## config.mk

```make
export PLATFORM = sky130hd
export DESIGN_NAME = clock_adjust_ctrl
export DESIGN_NICKNAME = d
export VERILOG_FILES = /design/src/rtl/clock_adjust_ctrl_pkg.sv /design/src/rtl/clock_adjust_ctrl_wrap_counter.sv /design/src/rtl/clock_adjust_ctrl.sv
export SDC_FILE = /design/constraint.sdc
export NUM_CORES = 1
export LEC_CHECK = 0
export ABC_AREA = 1
export BUFFER_PORTS_ARGS = -buffer_cell sky130_fd_sc_hd__buf_4
export CORE_AREA = 2 2 82 84
export DETAILED_ROUTE_END_ITERATION = 8
export DIE_AREA = 0 0 84 86
export PLACE_DENSITY = 0.75
export SYNTH_ARGS = -nofsm -noshare
export SYNTH_HDL_FRONTEND = slang
export SYNTH_SLANG_ARGS = --single-unit
export TNS_END_PERCENT = 1
```

## constraint.sdc

```tcl
create_clock -name clk -period 2.3 [get_ports clk]
set_input_delay 0.345 -clock clk [delete_from_list [all_inputs] [get_ports clk]]
set_output_delay 0.345 -clock clk [all_outputs]
set_load 0.005 [all_outputs]
```

## src/rtl/clock_adjust_ctrl_pkg.sv

```systemverilog
// Shared types and widths for the clock/alarm controller and its counters.
package clock_adjust_ctrl_pkg;

    typedef enum logic {
        RUN    = 1'b0,
        ADJUST = 1'b1
    } state_t;

    typedef enum logic [1:0] {
        FLD_T_HR  = 2'd0,
        FLD_T_MIN = 2'd1,
        FLD_A_HR  = 2'd2,
        FLD_A_MIN = 2'd3
    } field_t;

    localparam int HR_W  = 5;
    localparam int MIN_W = 6;

endpackage

```

## src/rtl/clock_adjust_ctrl_wrap_counter.sv

```systemverilog
// Modulo-MOD up/down counter with synchronous clear and carry on wrap-up.
// Latency: count updates one clk after inc/dec/clr; carry is combinational.
// Backpressure: none, every request is taken in the cycle it is presented.
module wrap_counter #(
    parameter int MOD = 60,
    parameter int W   = 6
) (
    input  logic         clk,
    input  logic         rst,
    input  logic         inc,
    input  logic         dec,
    input  logic         clr,
    output logic [W-1:0] cnt,
    output logic         carry
);

    localparam logic [W-1:0] MAX = W'(MOD - 1);

    logic at_max;
    logic at_zero;

    assign at_max  = (cnt == MAX);
    assign at_zero = (cnt == '0);
    // Carry only on a genuine +1 that wraps, so chained counters never see a decrement wrap.
    assign carry   = inc && !dec && !clr && at_max;

    always_ff @(posedge clk or negedge rst) begin
        if (!rst) begin
            cnt <= '0;
        end else if (clr) begin
            cnt <= '0;
        end else if (inc && !dec) begin
            cnt <= at_max ? '0 : cnt + 1'b1;
        end else if (dec && !inc) begin
            cnt <= at_zero ? MAX : cnt - 1'b1;
        end
    end

endmodule

```

## src/rtl/clock_adjust_ctrl.sv

```systemverilog
// Time-of-day and alarm keeper with RUN/ADJUST mode FSM driven by button pulses.
// Latency: every input acts at the next rising clk edge; all state is registered.
// Backpressure: none, inputs are level-sampled and each high cycle is one event.
module clock_adjust_ctrl
    import clock_adjust_ctrl_pkg::*;
#(
    parameter int HR_MOD  = 24,
    parameter int MIN_MOD = 60
) (
    input  logic             clk,
    input  logic             rst,
    input  logic             tick_1hz,
    input  logic             up,
    input  logic             down,
    input  logic             left,
    input  logic             right,
    input  logic             center,
    output logic [HR_W-1:0]  hours,
    output logic [MIN_W-1:0] minutes,
    output logic [MIN_W-1:0] seconds,
    output logic [HR_W-1:0]  alarm_hours,
    output logic [MIN_W-1:0] alarm_minutes,
    output logic             adjusting,
    output logic [1:0]       sel_field,
    output logic             alarm_armed,
    output logic             alarm_ringing
);

    state_t     state, state_nxt;
    logic [1:0] sel_nxt;
    logic       armed_nxt;
    logic       ring_nxt;

    logic       run_tick;
    logic       sec_clr;
    logic [3:0] adj_inc;
    logic [3:0] adj_dec;

    logic       sec_carry;
    logic       min_carry;
    logic       hr_carry;
    logic       ahr_carry;
    logic       amin_carry;

    logic             sec_wrap;
    logic             min_wrap;
    logic [MIN_W-1:0] next_min;
    logic [HR_W-1:0]  next_hr;
    logic             alarm_hit;

    // Time the clock will show after this tick; the alarm compares against it.
    assign sec_wrap  = (seconds == MIN_W'(MIN_MOD - 1));
    assign min_wrap  = (minutes == MIN_W'(MIN_MOD - 1));
    assign next_min  = !sec_wrap ? minutes : (min_wrap ? '0 : minutes + 1'b1);
    assign next_hr   = !(sec_wrap && min_wrap) ? hours
                     : ((hours == HR_W'(HR_MOD - 1)) ? '0 : hours + 1'b1);
    assign alarm_hit = sec_wrap && (next_min == alarm_minutes) && (next_hr == alarm_hours);

    always_comb begin
        state_nxt = state;
        sel_nxt   = sel_field;
        armed_nxt = alarm_armed;
        ring_nxt  = alarm_ringing;
        run_tick  = 1'b0;
        sec_clr   = 1'b0;
        adj_inc   = '0;
        adj_dec   = '0;
        case (state)
            RUN: begin
                run_tick = tick_1hz;
                if (center) begin
                    if (alarm_ringing) begin
                        ring_nxt = 1'b0;
                    end else begin
                        state_nxt = ADJUST;
                        sel_nxt   = FLD_T_HR;
                    end
                end else if (up) begin
                    armed_nxt = !alarm_armed;
                    if (alarm_armed) begin
                        ring_nxt = 1'b0;
                    end
                end
                // A button that clears or disarms in the same cycle wins over a new match.
                if (tick_1hz && alarm_hit && alarm_armed && !alarm_ringing && !center && !up) begin
                    ring_nxt = 1'b1;
                end
            end
            ADJUST: begin
                if (center) begin
                    state_nxt = RUN;
                    sec_clr   = 1'b1;
                end else if (left || right) begin
                    if (right && !left) begin
                        sel_nxt = sel_field + 2'd1;
                    end else if (left && !right) begin
                        sel_nxt = sel_field - 2'd1;
                    end
                end else if (up != down) begin
                    adj_inc[sel_field] = up;
                    adj_dec[sel_field] = down;
                end
            end
            default: state_nxt = RUN;
        endcase
    end

    always_ff @(posedge clk or negedge rst) begin
        if (!rst) begin
            state         <= RUN;
            sel_field     <= FLD_T_HR;
            alarm_armed   <= 1'b0;
            alarm_ringing <= 1'b0;
        end else begin
            state         <= state_nxt;
            sel_field     <= sel_nxt;
            alarm_armed   <= armed_nxt;
            alarm_ringing <= ring_nxt;
        end
    end

    assign adjusting = (state == ADJUST);

    wrap_counter #(.MOD(MIN_MOD), .W(MIN_W)) u_sec (
        .clk   (clk),
        .rst   (rst),
        .inc   (run_tick),
        .dec   (1'b0),
        .clr   (sec_clr),
        .cnt   (seconds),
        .carry (sec_carry)
    );

    wrap_counter #(.MOD(MIN_MOD), .W(MIN_W)) u_min (
        .clk   (clk),
        .rst   (rst),
        .inc   (sec_carry || adj_inc[FLD_T_MIN]),
        .dec   (adj_dec[FLD_T_MIN]),
        .clr   (1'b0),
        .cnt   (minutes),
        .carry (min_carry)
    );

    // Minute wraps made by hand in ADJUST must not bump the hour.
    wrap_counter #(.MOD(HR_MOD), .W(HR_W)) u_hr (
        .clk   (clk),
        .rst   (rst),
        .inc   ((run_tick && min_carry) || adj_inc[FLD_T_HR]),
        .dec   (adj_dec[FLD_T_HR]),
        .clr   (1'b0),
        .cnt   (hours),
        .carry (hr_carry)
    );

    wrap_counter #(.MOD(HR_MOD), .W(HR_W)) u_alarm_hr (
        .clk   (clk),
        .rst   (rst),
        .inc   (adj_inc[FLD_A_HR]),
        .dec   (adj_dec[FLD_A_HR]),
        .clr   (1'b0),
        .cnt   (alarm_hours),
        .carry (ahr_carry)
    );

    wrap_counter #(.MOD(MIN_MOD), .W(MIN_W)) u_alarm_min (
        .clk   (clk),
        .rst   (rst),
        .inc   (adj_inc[FLD_A_MIN]),
        .dec   (adj_dec[FLD_A_MIN]),
        .clr   (1'b0),
        .cnt   (alarm_minutes),
        .carry (amin_carry)
    );

    logic unused_carry;
    assign unused_carry = hr_carry ^ ahr_carry ^ amin_carry;

endmodule

```

Word-level counts from Yosys, hierarchy flattened
Index checks and enable logic that the tools add are counted.
{"block": "op_classes", "add_sub_neg": 11, "div_mod_pow": 0, "n_eq_ne": 13, "n_reduce_logical": 55, "muxes": 49, "bitwise_logic": 4, "n_shift": 0, "order_cmp": 2, "n_mul": 0}
{"operator": "$mux W6", "count": 12}
{"operator": "$mux W5", "count": 9}
{"operator": "$mux W4", "count": 8}
{"operator": "$logic_and A1 B1 Y1", "count": 23}
{"operator": "$add A6 B1 Y6 const B", "count": 3}
{"operator": "$eq A6 B6 Y1 const B", "count": 3}
{"operator": "$logic_not A1 Y1", "count": 15}
{"operator": "$logic_not A6 Y1", "count": 2}
{"operator": "$mux W2", "count": 6}
{"operator": "$sub A6 B1 Y6 const B", "count": 2}
{"operator": "$mux W1", "count": 11}
{"operator": "$add A5 B1 Y5 const B", "count": 2}
{"operator": "$eq A5 B5 Y1 const B", "count": 2}
{"operator": "$logic_not A5 Y1", "count": 2}
{"operator": "$reduce_bool A2 Y1", "count": 5}
{"operator": "$sub A5 B1 Y5 const B", "count": 2}
{"operator": "$and A4 B4 Y4", "count": 2}
{"operator": "$eq A6 B6 Y1", "count": 1}
{"operator": "$ne A2 B2 Y1 const B", "count": 3}
{"operator": "$reduce_and A3 Y1", "count": 2}
{"operator": "$reduce_bool A3 Y1", "count": 2}
{"operator": "$eq A5 B5 Y1", "count": 1}
{"operator": "$reduce_and A5 Y1", "count": 1}
{"operator": "$pmux W2 S2", "count": 1}
{"operator": "other kinds (11)", "count": 14}
{"block": "word_totals", "latchBits": 0, "output_inout_bits": 33, "mem_count": 0, "rom_bits": 0, "mem_bits_rw": 0, "inputBits": 8, "regBits": 33}

Depth between registers and ports, before layout
{"block": "depth", "depth_word": 18, "depth_mapped": 15, "depth_no_buf": 15}

By module
Synthesis repeated with hierarchy kept, for this count alone.
{"block": "hier_totals", "hier_cells": 614, "hier_area_um2": 3848.7}
{"module": "wrap_counter at u_alarm_min ...", "cells_per_inst": 94, "area_per_inst_um2": 634.4, "instances": 3}
{"module": "clock_adjust_ctrl", "cells_per_inst": 186, "area_per_inst_um2": 1002.2, "instances": 1}
{"module": "wrap_counter at u_alarm_hr ...", "cells_per_inst": 73, "area_per_inst_um2": 471.7, "instances": 2}

Worst setup path before layout
Ideal clock, no wire load.
{"block": "synth_timing", "path_type": "register to register", "startpoint": "reg state (netlist: adjusting)", "endpoint": "reg u_hr.cnt[4]", "path_slack_ns": -0.100, "period_less_slack_ns": 2.400, "stages_incl_launch_ff": 16, "path_buffers": 1, "setup_ns": 0.130, "t_arrival_ns": 2.270, "cell_sequence": "dfrtp_1 buf_2 nand2_1 nor3_1 nor3b_1 nand2_1 ha_1 inv_1 o32ai_1 ha_1 inv_1 nand2_1 inv_1 o21ai_0 o211ai_1 o21ai_0"}
{"block": "synth_between", "elab_chain_cells": 12, "elab_cells_between_ends": 19, "cone_classes": "5 x mux; 14 x reduce/logical"}
{"item": "from (decl)", "line_no": "clock_adjust_ctrl.sv:29", "rtl": "state_t state, state_nxt;"}
{"item": "from (signal assigned)", "line_no": "clock_adjust_ctrl.sv:115", "rtl": "state <= state_nxt;"}
{"item": "$mux W1", "line_no": "clock_adjust_ctrl.sv:68", "rtl": "case (state)"}
{"item": "$logic_not A1 Y1", "line_no": "clock_adjust_ctrl_wrap_counter.sv:25", "rtl": "assign carry = inc && !dec && !clr && at_max;"}
{"item": "$logic_and A1 B1 Y1 (2 in series)", "line_no": "clock_adjust_ctrl_wrap_counter.sv:25"}
{"item": "$logic_or A1 B1 Y1", "line_no": "clock_adjust_ctrl.sv:137", "rtl": ".inc (sec_carry || adj_inc[FLD_T_MIN]),"}
{"item": "$logic_and A1 B1 Y1 (2 in series)", "line_no": "clock_adjust_ctrl_wrap_counter.sv:25"}
{"item": "$logic_and A1 B1 Y1", "line_no": "clock_adjust_ctrl.sv:148", "rtl": ".inc ((run_tick && min_carry) || adj_inc[FLD_T_HR]),"}
{"item": "$logic_or A1 B1 Y1", "line_no": "clock_adjust_ctrl.sv:148"}
{"item": "$logic_not A1 Y1", "line_no": "clock_adjust_ctrl_wrap_counter.sv:34", "rtl": "end else if (dec && !inc) begin"}
{"item": "$logic_and A1 B1 Y1", "line_no": "clock_adjust_ctrl_wrap_counter.sv:34"}
{"item": "$reduce_bool A2 Y1 (no line)"}
{"item": "to (signal assigned)", "line_no": "clock_adjust_ctrl_wrap_counter.sv:33", "rtl": "cnt <= at_max ? '0 : cnt + 1'b1;"}
{"item": "to (signal assigned)", "line_no": "clock_adjust_ctrl_wrap_counter.sv:35", "rtl": "cnt <= at_zero ? MAX : cnt - 1'b1;"}
{"item": "to (decl)", "line_no": "clock_adjust_ctrl_wrap_counter.sv:13", "rtl": "output logic [W-1:0] cnt,"}
Several ways; a longest one is shown, not always the timed one.
A chain may end at the register's enable or synchronous reset.

Final worst setup path
{"block": "layout_timing", "startpoint": "reg state (netlist: adjusting)", "endpoint": "reg u_alarm_hr.cnt[4]"}
{"block": "layout_between", "elab_chain_cells": 4, "elab_cells_between_ends": 8, "cone_classes": "3 x mux; 5 x reduce/logical"}
{"item": "$mux W4", "line_no": "clock_adjust_ctrl.sv:68"}
{"item": "$logic_not A1 Y1, on equally long branches", "line_no": "clock_adjust_ctrl_wrap_counter.sv:32, clock_adjust_ctrl_wrap_counter.sv:34"}
{"item": "$logic_and A1 B1 Y1, on equally long branches"}
{"item": "$mux W5 / $reduce_bool A2 Y1 (equally long branches)"}
{"item": "to (signal assigned)", "line_no": "clock_adjust_ctrl_wrap_counter.sv:33"}
{"item": "to (signal assigned)", "line_no": "clock_adjust_ctrl_wrap_counter.sv:35"}
{"item": "to (decl)", "line_no": "clock_adjust_ctrl_wrap_counter.sv:13"}
Several ways; a longest one is shown, not always the timed one.

==> metrics <==
relative slew slack=70.4%; CTS clk-pin slew, worst paths=0.08 ns; remaining global-route overflow=0; antenna diode count=0; CTS tree=done; core area=6280 sq um; register area share after synthesis=29.2%; critical path peak fanout=7; post-layout util=56.3%; Synth area leaders=dfrtp_1 (29%), nand2_1 (13%), nand3_1 (8.2%); worst reg2reg path depth=11; Layout Nets=500; post-synth top area cell=dfrtp_1; largest family of logic cells by synthesized area=simple AND/OR/NAND/NOR gates; Worst Setup End Kind=flop; Final Cell Area=3540 sq um; reg2reg end=u_alarm_hr.cnt[4]; PD cells=928 nW/um^2; global-route wire length before repair=12300 um; vias in the first global route=2739; status=finished, violations left; # IOs=41; hpwl dp=5420 um; CP Data Arrival Time=2.24 ns; Compound-Gate Fraction of Synth Area=14.8%; skew final=0.0117 ns; Initial DRC Count=185; Chip Height=86 um; RSZ-0062 raised after global routing=false; mux cell area share after synthesis=0%; WL final=7160 um; First-pass DRT Iterations=4; H-tree levels=2; Die X=84 um; Yosys cell types=38; worst min path class=input port to asynchronous set/reset pin; fin cells=555; Synth Area in Adders=6.65%; wire per inst=12.9 um; setup ws final=0.240 ns; final worst path period share=89.6%; Fmax=0.485 GHz; Port Buffers=40; Post-Synth XOR/XNOR Area=6.82%; most common cell after layout, fill and taps aside=nand2_1; clk buf depth=2; Mapped Avg Cell Area=6.85 sq um; Via density=5.32; Max Slew Vio Count=0; Area Overhead vs Synth=25.2%; commonest cells after routing, fill and taps aside=nand2_1 (95), buf_4 (67), inv_1 (56); die area=7220 sq um; Cells after DPL=546; Place WS=-0.0477 ns; hold slack=-0.0137 ns; violated checks=hold timing; maximum number of pins on one net before global-route repair=34; total track usage=20.6%; synthesized cell area=2820 sq um; Starting Density=45.0%; worst r2r src=adjusting; Placer Congestion=0.900; worst reg-to-reg setup slack=0.24 ns; leak pwr=1.77 nW; number of setup violations in the final report=0; residual DRC count=0; Fillers=605; Syn. warnings=0; type of origin of the critical path=flop; Yosys reg bits=33; Synth top area share=29.2%; CTS root buf=clkbuf_8; placed instance area=3380 sq um; Post-Synth Simple-Gate Area=32.3%; ANT nets after route=0; clk sinks=33; layout cell share with drive strength beyond 1=21.5%; CTS buffer count=5; CP required=2.48 ns; initial antenna violation count=0; total of max-cap violations=0; VDD IR max=0.734 mV; routed vias=2950; Syn Nets=435; hold buffer count at cts=0; Clock Latency Late Sink=0.30 ns; critical path class=flop to flop; Mapped Cells=412; # rows=29; crit path time final=2.06 ns; Worst-Margin Slew=0.444 ns; Hold Violations, Final=27
## cell usage after synthesis, drive strengths merged
library cell   n
nor3b          1
ha            15
o32ai          1
xnor2          3
clkinv         1
nand4          9
a21oi         12
nor2          36
nor3           6
a22o           1
a22oi          5
clkbuf         5
xor2          19
o22ai          5
a211oi         1
a32oi          1
or2            1
o221ai         1
nand3         49
inv           60
nand2         99
o21ai         32
o211ai         8
dfrtp         33
buf            4
a31oi          4
## power by group
part,internal (mW),switching [mW]
Sequential,0.741,0.229
Clock,0.324,0.250
Combinational,0.761,0.975
Total,1.83,1.45
## routing by layer
metal  track usage [%]  up-vias  wire, um
li1                  -     1493         -
met1              26.7     1380      3280
met2              35.1       61      3410
met3              3.75       16       296
met4              6.89        0       167
met5                 0        -         0
## final cells by class
type                    instances  area [sq um]  share of cell area (%)
clock inverters                 3          46.3                    1.31
repair buffers                 67           503                    14.2
multi-input cells             309          1760                    49.8
clock buffers                   5          68.8                    1.95
well taps                      77          96.3                    2.72
flip-flops and latches         33           827                    23.4
inverters                      61           233                    6.58
## registers in the layout, summed over array words and instances, names as in the netlist
name             count
u_alarm_min.cnt      6
u_min.cnt            6
u_sec.cnt            6
u_alarm_hr.cnt       5
u_hr.cnt             5
sel_field            2
adjusting            1
alarm_armed          1
alarm_ringing        1
## through the flow
| step | total power, mW | TNS, ns |
|---|---|---|
| floorplan | 2.03 | 0 |
| finish | 3.28 | 0 |
| detailed placement | 2.67 | -0.205 |
| global route | 3.57 | 0 |
| global placement | 2.66 | 0 |
| CTS | 3.27 | 0 |
## logic make-up (layout without fill, tap and decap cells)
| logic type | after synthesis | count (layout) |
|---|---|---|
| AND/OR/NAND/NOR | 201 | 201 |
| AO/OA/AOI/OAI | 71 | 71 |
| buffers and inverters | 70 | 136 |
| flip-flops | 33 | 33 |
| XOR/XNOR | 22 | 22 |
| adder cells (fa/ha/maj) | 15 | 15 |
## timing repair
action	4_1_cts	5_1_grt
pin swaps	0	4
buffers inserted	1	0
endpoints found under the setup margin	1	9
resized for setup	0	10
## worst max-delay path: stages, from the launching register on
cell     delay (ns)
dfrtp_1        0.35
nand2_1        0.09
nor3_2         0.15
nand3_1        0.13
buf_4          0.16
nor2_1         0.18
ha_1           0.28
inv_1          0.13
o21ai_0        0.18
a21oi_1        0.06
a21oi_1        0.17
a21oi_1        0.05
## how the worst max path moves through the flow
stage                             from                end  cells past startpoint
after floorplan           u_sec.cnt[0]        u_hr.cnt[3]                     14
after global routing         adjusting        u_hr.cnt[4]                     14
final                        adjusting  u_alarm_hr.cnt[4]                     11
after detailed placement         right        u_hr.cnt[1]                     13
after CTS                 u_sec.cnt[1]        u_hr.cnt[1]                     12
after global placement           right        u_hr.cnt[2]                     13
No activity file was read; power rests on OpenSTA's default activity.
